<file path="config.mk">
export PLATFORM = sky130hd
export DESIGN_NAME = multicycle_core_flat
export DESIGN_NICKNAME = d
export VERILOG_FILES = /design/src/rtl/multicycle_core_pkg.sv /design/src/rtl/multicycle_core_if.sv /design/src/rtl/multicycle_core_regfile.sv /design/src/rtl/multicycle_core.sv /design/src/flat_wrapper.sv
export SDC_FILE = /design/constraint.sdc
export NUM_CORES = 1
export LEC_CHECK = 0
export ABC_AREA = 1
export CORE_ASPECT_RATIO = 0.8
export CORE_MARGIN = 1.5
export CORE_UTILIZATION = 63
export DETAILED_ROUTE_END_ITERATION = 8
export HOLD_SLACK_MARGIN = 0.06
export PLACE_DENSITY = 0.87
export SETUP_SLACK_MARGIN = 0.15
export SLEW_MARGIN = 0
export SYNTH_ARGS = -nofsm -noshare
export SYNTH_HDL_FRONTEND = slang
export SYNTH_HIERARCHICAL = 1
export SYNTH_SLANG_ARGS = --single-unit
</file>
<file path="constraint.sdc">
create_clock -name clock -period 10.2 [get_ports clock]
set_clock_uncertainty 0.1 [all_clocks]
set_input_delay 3.06 -clock clock [delete_from_list [all_inputs] [get_ports clock]]
set_output_delay 3.06 -clock clock [all_outputs]
set_load 0.02 [all_outputs]
</file>
<file path="src/rtl/multicycle_core_pkg.sv">
// Shared definitions for multicycle_core: opcode and FSM state enums plus
// instruction field extraction helpers.
// Instruction layout (MSB to LSB): op | reg1 | reg2.
package multicycle_core_pkg;

  typedef enum logic [2:0] {
    OP_ADD = 3'd0,
    OP_SUB = 3'd1,
    OP_AND = 3'd2,
    OP_XOR = 3'd3,
    OP_LI  = 3'd4,
    OP_LD  = 3'd5,
    OP_ST  = 3'd6,
    OP_BNZ = 3'd7
  } op_t;

  typedef enum logic [2:0] {
    S_RESET,
    S_FETCH,
    S_EXEC,
    S_MEM,
    S_HALT
  } state_t;

  localparam int unsigned OP_W = $bits(op_t);

  // Helpers take the instruction zero-extended to 32 bits and return the
  // field right-aligned; callers size-cast to the field width.
  function automatic logic [31:0] field_mask(input int unsigned bits);
    return (32'd1 << bits) - 32'd1;
  endfunction

  function automatic logic [31:0] field_reg2(input logic [31:0] instr,
                                             input int unsigned reg_bits);
    return instr & field_mask(reg_bits);
  endfunction

  function automatic logic [31:0] field_reg1(input logic [31:0] instr,
                                             input int unsigned reg_bits);
    return (instr >> reg_bits) & field_mask(reg_bits);
  endfunction

  function automatic logic [31:0] field_op(input logic [31:0] instr,
                                           input int unsigned reg_bits,
                                           input int unsigned op_bits);
    return (instr >> (2 * reg_bits)) & field_mask(op_bits);
  endfunction

endpackage

</file>
<file path="src/rtl/multicycle_core_if.sv">
// Memory-side bus of multicycle_core.
//   imem_*: instruction fetch (req/addr out, rdata/valid in)
//   dmem_*: data access (req/we/addr/wdata out, rdata/valid in)
// master = core side, slave = memory side.
interface multicycle_core_if #(
  parameter int unsigned DATA_W  = 8,
  parameter int unsigned PC_BITS = 9,
  parameter int unsigned INSTR_W = 9
);
  logic               imem_req;
  logic [PC_BITS-1:0] imem_addr;
  logic [INSTR_W-1:0] imem_rdata;
  logic               imem_valid;

  logic               dmem_req;
  logic               dmem_we;
  logic [DATA_W-1:0]  dmem_addr;
  logic [DATA_W-1:0]  dmem_wdata;
  logic [DATA_W-1:0]  dmem_rdata;
  logic               dmem_valid;

  modport master (
    output imem_req, imem_addr,
    input  imem_rdata, imem_valid,
    output dmem_req, dmem_we, dmem_addr, dmem_wdata,
    input  dmem_rdata, dmem_valid
  );

  modport slave (
    input  imem_req, imem_addr,
    output imem_rdata, imem_valid,
    input  dmem_req, dmem_we, dmem_addr, dmem_wdata,
    output dmem_rdata, dmem_valid
  );
endinterface

</file>
<file path="src/rtl/multicycle_core_regfile.sv">
// Register file for multicycle_core.
//   clk_i, rst_i        : clock, asynchronous active-high clear of all entries
//   ra_addr_i/ra_data_o : async read port A
//   rb_addr_i/rb_data_o : async read port B
//   dbg_addr_i/dbg_data_o: async debug read (no write bypass)
//   we_i/waddr_i/wdata_i: synchronous write port
module core_regfile #(
  parameter int unsigned DATA_W   = 8,
  parameter int unsigned REG_BITS = 3
) (
  input  logic                clk_i,
  input  logic                rst_i,
  input  logic [REG_BITS-1:0] ra_addr_i,
  output logic [DATA_W-1:0]   ra_data_o,
  input  logic [REG_BITS-1:0] rb_addr_i,
  output logic [DATA_W-1:0]   rb_data_o,
  input  logic [REG_BITS-1:0] dbg_addr_i,
  output logic [DATA_W-1:0]   dbg_data_o,
  input  logic                we_i,
  input  logic [REG_BITS-1:0] waddr_i,
  input  logic [DATA_W-1:0]   wdata_i
);
  localparam int unsigned NREG = 1 << REG_BITS;

  logic [DATA_W-1:0] regs_q [NREG];

  always_ff @(posedge clk_i or posedge rst_i) begin
    if (rst_i) begin
      for (int unsigned i = 0; i < NREG; i++) begin
        regs_q[i] <= '0;
      end
    end else if (we_i) begin
      regs_q[waddr_i] <= wdata_i;
    end
  end

  assign ra_data_o  = regs_q[ra_addr_i];
  assign rb_data_o  = regs_q[rb_addr_i];
  assign dbg_data_o = regs_q[dbg_addr_i];
endmodule

</file>
<file path="src/rtl/multicycle_core.sv">
// Multicycle processor core: fetch -> exec (-> mem) sequencing over
// handshaked instruction and data memories.
//   clock, reset : rising-edge clock, asynchronous active-high reset
//   bus          : imem_*/dmem_* handshakes (master modport)
//   halted       : core stopped on HALT (BNZ with reg2 field 0)
//   retired      : saturating count of completed instructions
//   dbg_sel/data : asynchronous register read for debug
module multicycle_core
  import multicycle_core_pkg::*;
#(
  parameter int unsigned DATA_W   = 8,
  parameter int unsigned PC_BITS  = 9,
  parameter int unsigned REG_BITS = 3,
  parameter int unsigned OP_BITS  = 3,
  parameter int unsigned INSTR_W  = OP_BITS + 2 * REG_BITS,
  parameter int unsigned CNT_W    = 16
) (
  input  logic                clock,
  input  logic                reset,
  multicycle_core_if.master   bus,
  output logic                halted,
  output logic [CNT_W-1:0]    retired,
  input  logic [REG_BITS-1:0] dbg_sel,
  output logic [DATA_W-1:0]   dbg_data
);

  state_t               state_q, state_d;
  logic [PC_BITS-1:0]   pc_q, pc_d, pc_inc, pc_br;
  logic [INSTR_W-1:0]   ir_q, ir_d;
  logic [CNT_W-1:0]     ret_q, ret_d, ret_inc;

  logic [31:0]          ir_ext;
  op_t                  op;
  logic [REG_BITS-1:0]  r1, r2;
  logic [DATA_W-1:0]    a, b, alu;

  logic                 rf_we;
  logic [DATA_W-1:0]    rf_wdata;

  assign ir_ext = 32'(ir_q);
  assign op     = op_t'(OP_W'(field_op(ir_ext, REG_BITS, OP_BITS)));
  assign r1     = REG_BITS'(field_reg1(ir_ext, REG_BITS));
  assign r2     = REG_BITS'(field_reg2(ir_ext, REG_BITS));

  core_regfile #(
    .DATA_W   (DATA_W),
    .REG_BITS (REG_BITS)
  ) u_regfile (
    .clk_i      (clock),
    .rst_i      (reset),
    .ra_addr_i  (r1),
    .ra_data_o  (a),
    .rb_addr_i  (r2),
    .rb_data_o  (b),
    .dbg_addr_i (dbg_sel),
    .dbg_data_o (dbg_data),
    .we_i       (rf_we),
    .waddr_i    (r1),
    .wdata_i    (rf_wdata)
  );

  always_comb begin
    alu = '0;
    unique case (op)
      OP_ADD:  alu = a + b;
      OP_SUB:  alu = a - b;
      OP_AND:  alu = a & b;
      OP_XOR:  alu = a ^ b;
      OP_LI:   alu = DATA_W'(r2);
      default: alu = '0;
    endcase
  end

  assign pc_inc  = pc_q + PC_BITS'(1);
  // Branch offset is the reg2 field taken as a signed value.
  assign pc_br   = pc_q + {{(PC_BITS-REG_BITS){r2[REG_BITS-1]}}, r2};
  assign ret_inc = (ret_q == '1) ? ret_q : ret_q + CNT_W'(1);

  always_ff @(posedge clock or posedge reset) begin
    if (reset) begin
      state_q <= S_RESET;
      pc_q    <= '0;
      ir_q    <= '0;
      ret_q   <= '0;
    end else begin
      state_q <= state_d;
      pc_q    <= pc_d;
      ir_q    <= ir_d;
      ret_q   <= ret_d;
    end
  end

  always_comb begin
    state_d        = state_q;
    pc_d           = pc_q;
    ir_d           = ir_q;
    ret_d          = ret_q;
    rf_we          = 1'b0;
    rf_wdata       = alu;
    halted         = 1'b0;
    bus.imem_req   = 1'b0;
    bus.imem_addr  = pc_q;
    bus.dmem_req   = 1'b0;
    bus.dmem_we    = 1'b0;
    bus.dmem_addr  = b;
    bus.dmem_wdata = a;

    unique case (state_q)
      S_RESET: state_d = S_FETCH;

      S_FETCH: begin
        bus.imem_req = 1'b1;
        if (bus.imem_valid) begin
          ir_d    = bus.imem_rdata;
          state_d = S_EXEC;
        end
      end

      S_EXEC: begin
        unique case (op)
          OP_LD, OP_ST: state_d = S_MEM;
          OP_BNZ: begin
            ret_d = ret_inc;
            if (r2 == '0) begin
              state_d = S_HALT;
            end else begin
              pc_d    = (a != '0) ? pc_br : pc_inc;
              state_d = S_FETCH;
            end
          end
          default: begin
            rf_we   = 1'b1;
            pc_d    = pc_inc;
            ret_d   = ret_inc;
            state_d = S_FETCH;
          end
        endcase
      end

      S_MEM: begin
        bus.dmem_req = 1'b1;
        bus.dmem_we  = (op == OP_ST);
        if (bus.dmem_valid) begin
          rf_we    = (op == OP_LD);
          rf_wdata = bus.dmem_rdata;
          pc_d     = pc_inc;
          ret_d    = ret_inc;
          state_d  = S_FETCH;
        end
      end

      S_HALT: halted = 1'b1;

      default: state_d = S_RESET;
    endcase
  end

  assign retired = ret_q;

endmodule

</file>
<file path="src/flat_wrapper.sv">
// flat-port wrapper written by rule: the top's interface ports become plain ports
module multicycle_core_flat import multicycle_core_pkg::*;
#(
  parameter int unsigned DATA_W   = 8,
  parameter int unsigned PC_BITS  = 9,
  parameter int unsigned REG_BITS = 3,
  parameter int unsigned OP_BITS  = 3,
  parameter int unsigned INSTR_W  = OP_BITS + 2 * REG_BITS,
  parameter int unsigned CNT_W    = 16
)
  (clock, reset, halted, retired, dbg_sel, dbg_data, bus_imem_req, bus_imem_addr, bus_imem_rdata, bus_imem_valid, bus_dmem_req, bus_dmem_we, bus_dmem_addr, bus_dmem_wdata, bus_dmem_rdata, bus_dmem_valid);
  multicycle_core_if #(.DATA_W(DATA_W), .PC_BITS(PC_BITS), .INSTR_W(INSTR_W)) bus_i ();
  input  logic clock;
  input  logic reset;
  output logic halted;
  output logic [CNT_W-1:0] retired;
  input  logic [REG_BITS-1:0] dbg_sel;
  output logic [DATA_W-1:0] dbg_data;
  output wire logic [$bits(bus_i.imem_req)-1:0] bus_imem_req;
  output wire logic [$bits(bus_i.imem_addr)-1:0] bus_imem_addr;
  input wire logic [$bits(bus_i.imem_rdata)-1:0] bus_imem_rdata;
  input wire logic [$bits(bus_i.imem_valid)-1:0] bus_imem_valid;
  output wire logic [$bits(bus_i.dmem_req)-1:0] bus_dmem_req;
  output wire logic [$bits(bus_i.dmem_we)-1:0] bus_dmem_we;
  output wire logic [$bits(bus_i.dmem_addr)-1:0] bus_dmem_addr;
  output wire logic [$bits(bus_i.dmem_wdata)-1:0] bus_dmem_wdata;
  input wire logic [$bits(bus_i.dmem_rdata)-1:0] bus_dmem_rdata;
  input wire logic [$bits(bus_i.dmem_valid)-1:0] bus_dmem_valid;
  assign bus_imem_req = bus_i.imem_req;
  assign bus_imem_addr = bus_i.imem_addr;
  assign bus_i.imem_rdata = bus_imem_rdata;
  assign bus_i.imem_valid = bus_imem_valid;
  assign bus_dmem_req = bus_i.dmem_req;
  assign bus_dmem_we = bus_i.dmem_we;
  assign bus_dmem_addr = bus_i.dmem_addr;
  assign bus_dmem_wdata = bus_i.dmem_wdata;
  assign bus_i.dmem_rdata = bus_dmem_rdata;
  assign bus_i.dmem_valid = bus_dmem_valid;
  multicycle_core #(.DATA_W(DATA_W), .PC_BITS(PC_BITS), .REG_BITS(REG_BITS), .OP_BITS(OP_BITS), .INSTR_W(INSTR_W), .CNT_W(CNT_W)) u_core (.clock(clock), .reset(reset), .bus(bus_i), .halted(halted), .retired(retired), .dbg_sel(dbg_sel), .dbg_data(dbg_data));
endmodule
</file>
Yosys cells after proc, flatten, opt, wreduce, memory -nomap -nowiden
Index checks and enable logic that the tools add are counted.
- input port bits: 24
- register bits: 101
- bitwise logic cells: 6
- $add $sub $neg: 5
- $lt $le $gt $ge: 4
- equality and inequality tests: 16
- reductions and logical operators: 12
- mux-type cells: 36
- operator list (operator ; count):
    binary-select mux 8 bit (select 3 bit) ; 3
    2-to-1 mux 8 bit ; 9
    bitwise mux 64 bit ; 1
    2-to-1 mux 16 bit ; 3
    case mux 8 bit (5 select lines) ; 1
    case mux 9 bit (2 select lines) ; 2
    case mux 16 bit (2 select lines) ; 1
    2-to-1 mux 9 bit ; 3
    demux 8 bit (select 3 bit) ; 1
    adder 16 x 1 -> 16 bit (second input constant) ; 1
    equality test 16 bit (second input constant) ; 1
    equality test 3 bit (second input constant) ; 5
    case mux 3 bit (5 select lines) ; 1
    equality test 3 x 2 -> 1 bit (second input constant) ; 4
    >= comparator 4 bit (second input constant) ; 3
    inverter 3 -> 4 bit ; 3
    adder 9 x 1 -> 9 bit (second input constant) ; 1
    adder 9 bit ; 1
    zero test 3 bit ; 3
    2-to-1 mux 3 bit ; 3
    adder 8 bit ; 1
    AND 8 bit ; 1
    nonzero test 8 bit ; 1
    subtractor 8 bit ; 1
    other kinds (16) ; 25

Logic depth before layout (Yosys ltp)
- depth in word-level cells: 9
- depth in mapped cells: 29
- gate-level depth less buffers: 27

Modules after synthesis
Netlist, hierarchy kept.
- modules (own cells, without submodules) (module ; area an instance (µm²) ; seq. area each (µm²) ; cells an instance ; instances):
    core_regfile ; 4418.0 ; 1601.5 ; 740 ; 1
    multicycle_core ; 3457.1 ; 925.9 ; 506 ; 1

Worst setup path before layout
No wires, ideal clock.
- path kind: input-to-output
- start: input dbg_sel[1]
- end: output dbg_data[1]
- slack: 3165 ps
- arrival time: 3875 ps
- data required time: 7040 ps
- cell stages on the path: 7
- cells stage by stage: buf_2 inv_1 buf_2 nand3_1 nand2_1 nand2_1 nand2_1
- cells in the longest elaborated chain, start to end: 4
- RTL lines (item ; line ; text):
    start: declaration ; flat_wrapper.sv:17 ; input logic [REG_BITS-1:0] dbg_sel;
    inverter 3 -> 4 bit (implied by the code) ; multicycle_core_regfile.sv:39 ; assign dbg_data_o = regs_q[dbg_addr_i];
    binary-select mux 8 bit (select 3 bit) ; multicycle_core_regfile.sv:39 ;
    2-to-1 mux 8 bit (implied by the code) (2 in a row) ; multicycle_core_regfile.sv:39 ;
    end: declaration ; flat_wrapper.sv:18 ; output logic [DATA_W-1:0] dbg_data;
No other way between the ends. The select of a mux whose other input is x is not followed.

Worst setup path after layout
- start: input dbg_sel[0]
- end: output dbg_data[3]
The elaborated chain is that of the path after synthesis.

==> results by group <==
Global routing
  • Vias in the first global route: 7495
  • Gr ovfl total: 0
  • Initial antenna violation count: 1
  • Wire length of the first global-routing pass: 36610 um
  • Tot GR Track Use: 0.3533
  • Largest net degree at the start of global routing: 65

Worst hold path
  • Hold/Removal Path Class: flop to flop
  • Worst Hold Endpoint: u_core/u_regfile/regs_q[58]$_DFFE_PP0P_
  • Hold path start: u_core/u_regfile/regs_q[58]$_DFFE_PP0P_
  • WHS Path Cells: 2

Placement
  • Pre-CTS WS: 1.684 ns
  • Buffers on Ports: 76
  • Detailed Place HPWL: 16820 um
  • Placed Cells: 1451
  • Routability congestion estimate: 0.9768

Critical path
  • Critical Path Source Type: input port
  • Crit path depth: 9
  • Slowest CP cell: clkdlybuf4s50_1
  • CP Capture Type: primary output
  • Crit-path leading delay family: buffers and inverters
  • Arrival time of the worst setup path: 5.40 ns
  • Worst Path Buf+Inv: 4
  • CP most frequent cell: nand2_1
  • R2R depth: 24
  • Worst reg-to-reg setup slack: 5.52 ns
  • CP max FO: 33
  • CP Class: input port to primary output
  • Critical Path, Cell by Cell: clkdlybuf4s50_1, buf_4, inv_1, nand2_1, nand3_1, nand2_1, nand2_1, nand2_1, clkdlybuf4s50_1
  • Worst path required time: 7.04 ns
  • Critical R2R Launch: u_core/ir_q[1]$_DFFE_PP0P_
  • Crit-path max cell delay: 0.59 ns
  • RR Endpoint: u_core/u_regfile/regs_q[15]$_DFFE_PP0P_

Timing
  • Fmax: 116.8 MHz
  • Period Utilization, post-route: 0.8396
  • Fin. max-slew vios: 0
  • Setup_tns: 0 ns
  • RSZ-0062 raised after global routing: false
  • Worst Max-Slew Pin Slew: 1.054 ns
  • Final setup viols: 0
  • Slew margin rel.: 0.2963
  • Final min period: 8.564 ns
  • Min Hold Slack: 0.3869 ns
  • Final setup margin: 1.636 ns
  • Hold Violations, Final: 0

Detailed routing
  • Vias: 8340
  • DRC errors left: 0
  • Post-route ant nets: 0
  • TritonRoute pass-1 iters: 6
  • Post-DR vias/cell: 5.681
  • DR iter-0 viols: 907
  • Wirelength per Cell: 15.65 um
  • Total Routed Length: 22970 um

Pwr
  • Comb pwr share: 0.698
  • Cell Pwr Density: 377.0 mW/mm2
  • P_int: 1.523 mW
  • NetSw: 1.835 mW
  • Seq pwr share: 0.204
  • Peak supply drop: 0.2591 mV
  • Leak: 4.733 nW
  • Sw frac: 0.5465
  • Clock share of power: 0.098

Finish
  • Sequential Area: 0.002527 mm2
  • Fill count: 1051
  • Multi-input logic area: 0.004473 mm2
  • Share of layout cells above drive strength 1: 0.04090
  • Nets: 1343
  • Commonest cells after routing, fill and taps aside: 530 x nand2_1, 155 x inv_1, 132 x nand3_1
  • Area Overhead vs Synth: 13.11%
  • Post-Layout Cell Count: 1468
  • Most common cell after layout, fill and taps aside: nand2_1

Floorplanning
  • Number of I/O pins: 77
  • Core Region: 0.01221 mm2
  • Die Ht: 103 um
  • Initial Util: 0.6451
  • Die W: 128 um
  • Core Rows: 36
  • Die area: 0.01318 mm2

Synth
  • Top FF cell, synth: dfrtp_1
  • Yosys Warn Count: 6
  • Asr flop ratio synth: 1.000
  • Seq/Total Area, Yosys: 0.3209
  • Post-synth EDFFs: 0
  • Number of synthesized register bits: 101
  • Synth Area per Inst: 6.320 um2
  • Mapped cell area: 0.007875 mm2
  • Syn nets: 1298
  • Synth unique cells: 46
  • Cells after Synth: 1246

CTS
  • CTS Buf Count: 9
  • Clock tree buffer depth: 2
  • Worst-skew pair later-pin latency: 0.35 ns
  • Hold_buf cts: 0
  • Postcts setup bufs: 0
  • Root buffer cell: clkbuf_16
  • CTS tree: done
  • CTS clk-pin slew, worst paths: 0.07 ns
  • H-tree depth: 3
  • Clock Sinks: 101
  • Post-cts resize count: 0

Flow run
  • Max cap viols: 0

Status
  • Status: finished clean
==> metal layers <==
metal	part of all wire	GRT usage
met2	0.46	0.5715
met4	0.033	0.1564
met3	0.086	0.06798
met5	0	0
met1	0.42	0.4672
==> registers in the layout (all words and copies together), names as in the netlist <==
name and count:
u_core/bus.imem_addr 9, u_core/ir_q 9, u_core/retired 16, u_core/state_q 3
u_core/u_regfile/regs_q 64
==> tightest hold or removal path: stages (launching register included) <==
cell	delay [ns]
dfrtp_1	0.35
nand2_1	0.05
o21ai_0	0.06
==> how the worst max path moves through the flow <==
stage               slack, ns          end        from
finish                   1.64  dbg_data[3]  dbg_sel[0]
detailed placement       1.68  dbg_data[3]  dbg_sel[0]
global placement         1.71  dbg_data[6]  dbg_sel[0]
floorplan                3.17  dbg_data[1]  dbg_sel[1]
CTS                      1.68  dbg_data[3]  dbg_sel[0]
global route             1.45  dbg_data[5]  dbg_sel[0]
==> cell usage after synthesis, types with 2 or more instances <==
| cell | count | share of area |
|---|---|---|
| buf_1 | 3 | 0.0014 |
| a21oi_1 | 20 | 0.013 |
| xor2_1 | 12 | 0.013 |
| inv_2 | 7 | 0.0033 |
| nor3_2 | 2 | 0.0025 |
| dfrtp_1 | 101 | 0.32 |
| o21a_1 | 4 | 0.0038 |
| fa_1 | 2 | 0.0051 |
| o21ai_0 | 88 | 0.056 |
| inv_1 | 156 | 0.074 |
| mux2_2 | 4 | 0.0057 |
| buf_4 | 3 | 0.0029 |
| nand3b_1 | 2 | 0.0019 |
| buf_2 | 24 | 0.015 |
| nand3_2 | 2 | 0.0025 |
| a22oi_1 | 5 | 0.0048 |
| or2_2 | 3 | 0.0024 |
| buf_6 | 6 | 0.0086 |
| ha_1 | 26 | 0.041 |
| nand2_4 | 2 | 0.0029 |
| nand3_1 | 132 | 0.084 |
| nor2_2 | 4 | 0.0032 |
| nor3_1 | 11 | 0.0070 |
| nor2_1 | 38 | 0.018 |
| nand2_1 | 530 | 0.25 |
| o211ai_1 | 2 | 0.0019 |
| clkbuf_1 | 11 | 0.0052 |
| o21ai_1 | 6 | 0.0038 |
| xnor2_1 | 10 | 0.011 |
| nand4_1 | 12 | 0.0095 |
| nor4_1 | 2 | 0.0016 |
| nor2_4 | 2 | 0.0029 |
==> final cells by class <==
type                       instances  area share
antenna                            1   0.0002809
timing repair buffer              81     0.08962
clock buffer                       9     0.02528
inverter                         163     0.06869
sequential                       101      0.2837
multi-input combinational        935      0.5022
tap                              171     0.02402
clock inverter                     7    0.006181
==> power by group through the flow <==
stage               combinational, mW  clock, mW  sequential (mW)
floorplan                        1.68          0            0.654
global placement                 2.23          0            0.682
detailed placement               2.28          0            0.684
CTS                              2.30      0.332            0.680
global route                     2.62      0.347            0.701
finish                           2.34      0.329            0.684
==> through the flow <==
| stage | cell area, um2 | utilization | power [mW] |
|---|---|---|---|
| after detailed placement | 8625 | 0.7065 | 2.967 |
| after CTS | 8905 | 0.7295 | 3.312 |
| after global routing | 8907 | 0.7297 | 3.671 |
| after global placement | 8625 | 0.7065 | 2.910 |
| after floorplan | 7875 | - | 2.334 |
| final | 8907 | 0.7297 | 3.358 |
==> logic make-up after synthesis <==
| family | after synthesis | share of synthesized area |
|---|---|---|
| simple gates | 746 | 0.3974 |
| compound gates | 134 | 0.09200 |
| flops | 101 | 0.3209 |
| buf+inv | 210 | 0.1111 |
| xor+xnor | 23 | 0.02653 |
| mux | 4 | 0.005719 |
| fa+ha+maj | 28 | 0.04639 |
(Power assumes the default switching activity.)
